[config.mk]
export PLATFORM = sky130hd
export DESIGN_NAME = scanning_decoder_flat
export DESIGN_NICKNAME = d
export VERILOG_FILES = /design/src/rtl/scanning_decoder_if.sv /design/src/rtl/scanning_decoder.sv /design/src/flat_wrapper.sv
export SDC_FILE = /design/constraint.sdc
export NUM_CORES = 1
export LEC_CHECK = 0
export CORE_MARGIN = 8
export CORE_UTILIZATION = 25
export CTS_CLUSTER_DIAMETER = 60
export DETAILED_ROUTE_END_ITERATION = 10
export PLACE_DENSITY_LB_ADDON = 0.2
export REMOVE_ABC_BUFFERS = 1
export SLEW_MARGIN = 0
export SYNTH_ARGS = -nofsm -noshare
export SYNTH_HDL_FRONTEND = slang
export SYNTH_SLANG_ARGS = --single-unit
[constraint.sdc]
create_clock -name clk -period 1.44 [get_ports clk]
set_input_delay 0.288 -clock clk [delete_from_list [all_inputs] [get_ports clk]]
set_output_delay 0.288 -clock clk [all_outputs]
set_load 0.05 [all_outputs]
[src/rtl/scanning_decoder_if.sv]
`default_nettype none
// ============================================================================
// Module      : scanning_decoder_if
// Description : Select/strobe bundle between a scanning_decoder and its user.
// Revision    : 1.0 - initial release
// ============================================================================
interface scanning_decoder_if #(
    parameter int N = 3
);
    localparam int c_outs = 2**N;

    logic              enable;
    logic              mode;
    logic [N-1:0]      in;
    logic [c_outs-1:0] out;
    logic [N-1:0]      sel;
    logic              wrap;

    modport master (
        output enable, mode, in,
        input  out, sel, wrap
    );

    modport slave (
        input  enable, mode, in,
        output out, sel, wrap
    );
endinterface
`default_nettype wire

[src/rtl/scanning_decoder.sv]
`default_nettype none
// ============================================================================
// Module      : scanning_decoder
// Description : Registered N-to-2^N one-hot decoder with a dwell-timed auto-scan.
// Revision    : 1.0 - initial release
// ============================================================================
module scanning_decoder #(
    parameter int N     = 3,
    parameter int DWELL = 4
) (
    input  wire logic          clk,
    input  wire logic          rst,
    scanning_decoder_if.slave  bus
);
    localparam int                c_outs      = 2**N;
    localparam int                c_dw        = (DWELL > 1) ? $clog2(DWELL) : 1;
    localparam logic [c_dw-1:0]   c_dcnt_last = c_dw'(DWELL - 1);
    localparam logic [N-1:0]      c_idx_last  = N'(c_outs - 1);
    localparam logic [c_outs-1:0] c_hot0      = c_outs'(1);

    typedef enum logic [1:0] {
        ST_IDLE   = 2'd0,
        ST_DIRECT = 2'd1,
        ST_SCAN   = 2'd2
    } state_t;

    state_t            w_state;
    logic [c_outs-1:0] r_out;
    logic [N-1:0]      r_sel;
    logic              r_wrap;
    logic [N-1:0]      r_idx;
    logic [c_dw-1:0]   r_dcnt;
    logic              r_wrap_pend;

    // The operating state is fully determined by the inputs sampled at each edge.
    always_comb begin
        w_state = ST_IDLE;
        if (bus.enable) begin
            w_state = bus.mode ? ST_SCAN : ST_DIRECT;
        end
    end

    always_ff @(posedge clk) begin
        if (rst) begin
            r_out       <= '0;
            r_sel       <= '0;
            r_wrap      <= 1'b0;
            r_idx       <= '0;
            r_dcnt      <= '0;
            r_wrap_pend <= 1'b0;
        end else begin
            case (w_state)
                ST_DIRECT: begin
                    r_out       <= c_hot0 << bus.in;
                    r_sel       <= bus.in;
                    r_wrap      <= 1'b0;
                    r_idx       <= '0;
                    r_dcnt      <= '0;
                    r_wrap_pend <= 1'b0;
                end
                ST_SCAN: begin
                    r_out  <= c_hot0 << r_idx;
                    r_sel  <= r_idx;
                    // Pending flag survives IDLE so a paused wrap still pulses on index 0.
                    r_wrap <= r_wrap_pend;
                    if (r_dcnt == c_dcnt_last) begin
                        r_dcnt      <= '0;
                        r_idx       <= r_idx + N'(1);
                        r_wrap_pend <= (r_idx == c_idx_last);
                    end else begin
                        r_dcnt      <= r_dcnt + c_dw'(1);
                        r_wrap_pend <= 1'b0;
                    end
                end
                default: begin
                    r_out  <= '0;
                    r_wrap <= 1'b0;
                end
            endcase
        end
    end

    assign bus.out  = r_out;
    assign bus.sel  = r_sel;
    assign bus.wrap = r_wrap;
endmodule
`default_nettype wire

[src/flat_wrapper.sv]
// flat-port wrapper written by rule: the top's interface ports become plain ports
module scanning_decoder_flat 
#(
    parameter int N     = 3,
    parameter int DWELL = 4
)
  (clk, rst, bus_enable, bus_mode, bus_in, bus_out, bus_sel, bus_wrap);
  scanning_decoder_if #(.N(N)) bus_i ();
  input  wire logic clk;
  input  wire logic rst;
  input wire logic [$bits(bus_i.enable)-1:0] bus_enable;
  input wire logic [$bits(bus_i.mode)-1:0] bus_mode;
  input wire logic [$bits(bus_i.in)-1:0] bus_in;
  output wire logic [$bits(bus_i.out)-1:0] bus_out;
  output wire logic [$bits(bus_i.sel)-1:0] bus_sel;
  output wire logic [$bits(bus_i.wrap)-1:0] bus_wrap;
  assign bus_i.enable = bus_enable;
  assign bus_i.mode = bus_mode;
  assign bus_i.in = bus_in;
  assign bus_out = bus_i.out;
  assign bus_sel = bus_i.sel;
  assign bus_wrap = bus_i.wrap;
  scanning_decoder #(.N(N), .DWELL(DWELL)) u_core (.clk(clk), .rst(rst), .bus(bus_i));
endmodule
==> results of run 1 <==
critical path, stage by stage:
cell,delay [ns]
clkdlybuf4s50_1,0.49
nand2_2,0.17
mux2_2,0.38
nor3_1,0.19
synthesized netlist by cell type, drive strengths merged:
master,instances,area [um2]
nor2b,1,6.26
nand4,3,18.8
a21oi,6,30.0
nand3b,1,7.51
mux2i,3,30.0
nand2,6,25.0
nor2,3,11.3
nor3b,1,7.51
o21ai,3,15.0
a211oi,2,15.0
clkbuf,2,7.51
mux2,2,22.5
buf,1,7.51
ha,3,37.5
inv,1,3.75
or3,2,17.5
nand3,1,5.00
nand4b,1,8.76
nor3,8,40.0
dfxtp,18,360
cells by family (layout without fill, tap and decap cells):
family | Yosys count | after routing | synth area share
DFF | 18 | 18 | 0.532
adders and majority gates | 3 | 3 | 0.0555
AOI/OAI and AO/OA | 11 | 11 | 0.0887
buffers and inverters | 4 | 31 | 0.0277
and+or+nand+nor | 27 | 27 | 0.218
muxes | 5 | 5 | 0.0776
state kept, by name, summed over array words and instances (netlist names):
signal / count
u_core.bus.out: 8
u_core.bus.wrap: 1
u_core.r_wrap_pend: 1
u_core.r_dcnt: 2
u_core.r_idx: 3
u_core.bus.sel: 3
how the worst min path moves through the flow:
| stage | to | slack, ns | startpoint | depth (start not counted) |
|---|---|---|---|---|
| after floorplan | u_core.r_dcnt[0] | 0.36 | rst | 1 |
| after global placement | u_core.r_wrap_pend | 0.44 | u_core.r_wrap_pend | 2 |
| after detailed placement | u_core.r_dcnt[1] | 0.45 | u_core.r_dcnt[1] | 2 |
| after CTS | u_core.r_dcnt[1] | 0.47 | u_core.r_dcnt[1] | 2 |
| after global routing | u_core.r_wrap_pend | 0.48 | u_core.r_wrap_pend | 2 |
| final | u_core.r_dcnt[1] | 0.46 | u_core.r_dcnt[1] | 2 |
metrics by stage:
stage	std cells	setup TNS [ns]
after global routing	126	0
final	126	0
after floorplan	65	0
after detailed placement	122	-1.49
after global placement	122	-1.59
after CTS	126	0
cell type report:
| type | count | area [um2] | area share |
|---|---|---|---|
| clock buffers | 4 | 36.3 | 0.0331 |
| inverters | 1 | 3.75 | 0.00342 |
| multi-input cells | 46 | 298 | 0.271 |
| flip-flops and latches | 18 | 360 | 0.328 |
| well taps | 31 | 38.8 | 0.0353 |
| repair buffers | 26 | 360 | 0.328 |
power by group through the flow:
| stage | combinational [mW] | sequential (mW) | clock (mW) |
|---|---|---|---|
| 2_1_floorplan | 0.0349 | 0.556 | 0 |
| 3_3_place_gp | 0.158 | 0.530 | 0 |
| 3_5_place_dp | 0.158 | 0.530 | 0 |
| 4_1_cts | 0.158 | 0.519 | 0.320 |
| 5_1_grt | 0.169 | 0.520 | 0.339 |
| 6_report | 0.157 | 0.519 | 0.306 |
per-layer routing:
| layer | global-route usage | vias to the layer above | share of wire |
|---|---|---|---|
| li1 | - | 301 | - |
| met1 | 0.0787 | 270 | 0.44 |
| met2 | 0.114 | 16 | 0.45 |
| met3 | 0.0311 | 4 | 0.088 |
| met4 | 0.0307 | 0 | 0.018 |
| met5 | 0 | - | 0 |
==> implementation parameters, run 1 <==
Parameter                              Value

CTS
  Max clock buf depth    2
  Sink Count    18
  # Post-CTS Setup Buffers    0
  Clock Pin Slew Worst Setup and Hold Paths    0.10 ns
  Number of clock buffers inserted by TritonCTS    3
  CTS tree    built
  Hold-fix buffer count after cts    0
  H-tree level count    1
  Buffer cell driving the clock tree root    clkbuf_4
  Total of cells resized after clock tree synthesis    0
  Clock Latency Late Sink    between 0.2 and 0.3 ns

Placement
  DPL Wire Length    1200 um
  Setup Slack @ Placement    -0.178 ns
  Placement Cell Area    1060 um2
  GP Congestion    between 0.7 and 0.8
  Number of buffers added on ports    18

Timing
  Part of the cycle the worst path needs    0.911
  Worst slew margin relative to its limit    0.833
  Final worst path period need    roughly 1.3 ns
  Max Slew Vio Count    0
  Post-route setup slack    0.129 ns
  F_max    approximately 760 MHz
  Final Hold Violating Endpoints    0
  Post-route clock skew    roughly 0.0073 ns
  Hold Slack    0.464 ns
  Setup repair after global routing missed its margin    no
  Total setup violations reported at the end of the flow    0
  Worst-Margin Slew    between 0.2 and 0.25 ns

Critical path
  Data arrival time of the critical path    around 1.5 ns
  Last element of the critical path    u_core.bus.out[2]
  Reg-to-reg slack, setup    about 0.27 ns
  Max Fanout on Critical Path    6
  Startpoint kind of the worst setup timing path    input port
  Reg2reg start    u_core.r_dcnt[0]
  Worst reg2reg path depth    3
  Crit. End Element    flip-flop
  Kind of critical path    input port to flip-flop
  Worst r2r dst    u_core.r_dcnt[0]
  Source of the critical timing path    bus_enable
  Critical path data required time    between 1.5 and 2 ns

Synthesis
  Share of the yosys chip area belonging to registers    0.532
  Post-Synthesis Cells    slightly below 70
  Flip-flop and latch count after synthesis    18
  Synth cell types    22
  Warning count from the yosys run    0
  Post-Syn Area per Cell    9.95 um2
  Mapped Area    677 um2

Floorplanning
  Number of placed I/O pins    19
  Total number of placement rows    19
  Placeable core region    ~2700 um2
  Horizontal die dimension    approximately 70 um
  Starting density of the core    0.254
  Die Y-Extent    about 70 um
  Die area    ~4600 um2

Power and ir drop
  Sw Pwr    0.240 mW
  Maximum ir drop on the vdd rail    roughly 0.48 mV
  Sequential power share    0.528
  Share of total power in combinational logic    0.160
  Switching share of power    0.244
  Portion of total power attributed to the clock network    0.312
  Power per Cell Area    between 800 and 900 nW/um2
  Int Power    between 0.7 and 0.8 mW
  Pwr Total    approximately 1 mW
  Leakage power total    between 0.4 and 0.5 nW

Final layout
  Antenna diodes    0
  Share of the core filled with cells    0.412
  Nets    between 100 and 150
  Synthesis-to-finish area growth    62.1%
  Most frequent standard cell in the layout excluding fill and tap cells    dfxtp_1
  Fraction of final layout cells sized beyond drive strength 1    0.305
  Leading cell types in the layout, fill and taps excluded    dfxtp_1 (18), buf_12 (12), nor3_1 (8), buf_4 (8)
  Post-route cell area    between 1000 and 1500 um2
  Number of fillers in the final layout    271

Drt
  Number of vias after detailed routing    about 590
  Final routed DRC violation total    0
  Post-detailed-route count of antenna-violating nets    0
  WL final    approximately 1500 um
  Number of vias per cell after detailed routing    about 4.7
  Iteration-0 DRC Markers    14
  Average wire length per cell after detail routing    11.7 um
  Drt first pass iters    4

Global route
  Maximum number of pins on one net before global-route repair    12
  Wire length of the first global-routing pass    between 2000 and 2500 um
  Number of global-route vias before repair    about 580
  Combined global-route utilization of all metal layers    0.0704
  Global route total overflow    0
  Antenna violations before repair    0

Worst hold path
  Class of the tightest hold or removal check    flip-flop to flip-flop

Flow run
  Max-cap violation count    0

Status
  Status    finished, final reports clean
Note: power is estimated with default switching activity, not from simulation.
==> run 2: changes to the inputs <==
Clock period 1.44 ns to 1.5 ns, I/O delays scaled along.
==> run 2 against run 1 <==
Non-clock buffer count unchanged. Worst setup slack improved by 0.023 ns. Combinational power decreased by 4%. Count of clock-buffer cells in the layout unchanged. Highest routed layer unchanged. Critical endpoint unchanged. Global-route usage decreased by 0.095 points. Flip-flop and latch count unchanged. Wire length increased by 0.27%. Core utilization unchanged. Register-to-register slack improved by 0.07 ns.
==> implementation parameters, run 2 (synthesis results as in run 1) <==
Parameter                              Value

Status
  Status    finished, final reports clean

Floorplanning
  Starting density of the core    0.254 (unchanged)
  Die Y-Extent    68.0 um (unchanged)
  Number of placed I/O pins    19 (unchanged)
  Placeable core region    2660 um2 (unchanged)
  Total number of placement rows    19 (unchanged)
  Die area    4630 um2 (unchanged)
  Horizontal die dimension    68.0 um (unchanged)

CTS
  # Post-CTS Setup Buffers    0 (unchanged)
  Number of clock buffers inserted by TritonCTS    3 (unchanged)
  CTS tree    built
  Buffer cell driving the clock tree root    clkbuf_4
  Max clock buf depth    2 (unchanged)
  H-tree level count    1 (unchanged)
  Clock Pin Slew Worst Setup and Hold Paths    0.10 ns (about the same)
  Clock Latency Late Sink    0.29 ns (about the same)
  Total of cells resized after clock tree synthesis    0 (unchanged)
  Sink Count    18 (unchanged)
  Hold-fix buffer count after cts    0 (unchanged)

Critical path
  Max Fanout on Critical Path    6 (unchanged)
  Crit-path max cell delay    0.50 ns (about the same)
  Crit. End Element    flip-flop
  Critical path data required time    1.70 ns (+0.05 ns)
  Crit path buf inv count    1 (unchanged)
  Series of cell instances along the critical path    clkdlybuf4s50_1 -> nand2_2 -> mux2_2 -> nor3_1
  Reg2reg start    u_core.r_dcnt[0]
  Cell at the slowest stage of the critical path    clkdlybuf4s50_1
  Reg-to-reg slack, setup    0.34 ns (+0.07 ns)
  Data arrival time of the critical path    1.55 ns (+0.02 ns)
  Worst reg2reg path depth    3 (unchanged)
  Last element of the critical path    u_core.bus.out[2]
  Cell family with most CP delay    buffers and inverters
  Worst r2r dst    u_core.r_dcnt[0]
  Startpoint kind of the worst setup timing path    input port
  Crit. path cell count    4 (unchanged)
  Source of the critical timing path    bus_enable
  Kind of critical path    input port to flip-flop

Timing
  Worst slew margin relative to its limit    0.829 (-0.00319)
  Summed negative setup slack over all endpoints    0 ns (unchanged)
  Post-route setup slack    0.152 ns (+0.0233 ns)
  Setup repair after global routing missed its margin    no
  Final Hold Violating Endpoints    0 (unchanged)
  Total setup violations reported at the end of the flow    0 (unchanged)
  Post-route clock skew    0.0115 ns (+0.00417 ns)
  Part of the cycle the worst path needs    0.899
  Final worst path period need    1.35 ns
  F_max    between 700 and 800 MHz
  Worst-Margin Slew    0.249 ns (+0.00465 ns)
  Max Slew Vio Count    0 (unchanged)
  Hold Slack    0.463 ns (-0.00149 ns)

Final layout
  Fraction of final layout cells sized beyond drive strength 1    0.305 (unchanged)
  Synthesis-to-finish area growth    62.1% (unchanged)
  Max reg flops    8 (unchanged)
  Area of the multi-input gates    298 um2 (unchanged)
  Most frequent standard cell in the layout excluding fill and tap cells    dfxtp_1
  Share of the core filled with cells    0.412 (unchanged)
  Non-filler cells in the finished layout    126 (unchanged)
  Area of all sequential standard cells    360 um2 (unchanged)
  Number of fillers in the final layout    265 (-2.2%)
  Antenna diodes    0 (unchanged)
  Nets    106 (unchanged)
  Leading cell types in the layout, fill and taps excluded    dfxtp_1 (18), buf_12 (12), nor3_1 (8), buf_4 (8)

Placement
  Setup Slack @ Placement    -0.141 ns (+0.0366 ns)
  GP Congestion    0.784 (about the same)
  Instance count after placement with tap cells included    122 (unchanged)
  Number of buffers added on ports    18 (unchanged)
  DPL Wire Length    1170 um (-2.3%)

Global route
  Maximum number of pins on one net before global-route repair    12 (unchanged)
  Global route total overflow    0 (unchanged)
  Number of global-route vias before repair    571 (-0.87%)
  Antenna violations before repair    0 (unchanged)
  Wire length of the first global-routing pass    2470 um (-1.1%)
  Combined global-route utilization of all metal layers    0.0694 (-0.000954)

Drt
  Iteration-0 DRC Markers    13 (-1)
  Number of vias per cell after detailed routing    4.50 (-4.1%)
  Drt first pass iters    3 (-1)
  Average wire length per cell after detail routing    11.7 um (+0.27%)
  Final routed DRC violation total    0 (unchanged)
  Number of vias after detailed routing    567 (-4.1%)
  Post-detailed-route count of antenna-violating nets    0 (unchanged)
  WL final    1480 um (+0.27%)

Power and ir drop
  Leakage power total    0.443 nW (unchanged)
  Power per Cell Area    855 nW/um2 (-4.4%)
  Maximum ir drop on the vdd rail    0.586 mV (+22%)

Worst hold path
  Class of the tightest hold or removal check    flip-flop to flip-flop

Flow run
  Max-cap violation count    0 (unchanged)
## run 2: cell type report
cell class	instances	area share
multi-input cells	46	0.271
flip-flops and latches	18	0.328
clock buffers	4	0.0331
well taps	31	0.0353
inverters	1	0.00342
repair buffers	26	0.328
## run 2: worst min-delay path by stage
stage | startpoint | to | cells after the start
2_1_floorplan | rst | u_core.r_dcnt[0] | 1
3_3_place_gp | u_core.r_wrap_pend | u_core.r_wrap_pend | 2
4_1_cts | u_core.r_wrap_pend | u_core.r_wrap_pend | 2
3_5_place_dp | u_core.r_wrap_pend | u_core.r_wrap_pend | 2
5_1_grt | u_core.r_wrap_pend | u_core.r_wrap_pend | 2
6_report | u_core.r_wrap_pend | u_core.r_wrap_pend | 2
## run 2: worst min-delay path: cells and delay by family, from the launching register on
kind             cells  cell delay (ns)
flip-flops           1             0.32
AND/OR/NAND/NOR      1             0.05
AO/OA/AOI/OAI        1             0.05
## run 2: per-layer routing
metal / up-vias / share of wire / GRT usage
li1: 297 / - / -
met1: 255 / 0.45 / 0.0769
met2: 13 / 0.45 / 0.114
met3: 2 / 0.087 / 0.0344
met4: 0 / 0.012 / 0.0230
met5: - / 0 / 0
## run 2: per-stage QoR
step           total power, mW  instance area (um2)
2_1_floorplan            0.568                  662
3_3_place_gp             0.661                 1060
3_5_place_dp             0.660                 1060
4_1_cts                  0.955                 1100
5_1_grt                  0.985                 1100
6_report                 0.938                 1100
## run 2: power by group
group	leakage, nW	internal (mW)	total (mW)	switching [mW]
Sequential	0.146	0.489	0.498	0.00935
Clock	0.0210	0.148	0.290	0.142
Combinational	0.276	0.0757	0.151	0.0749
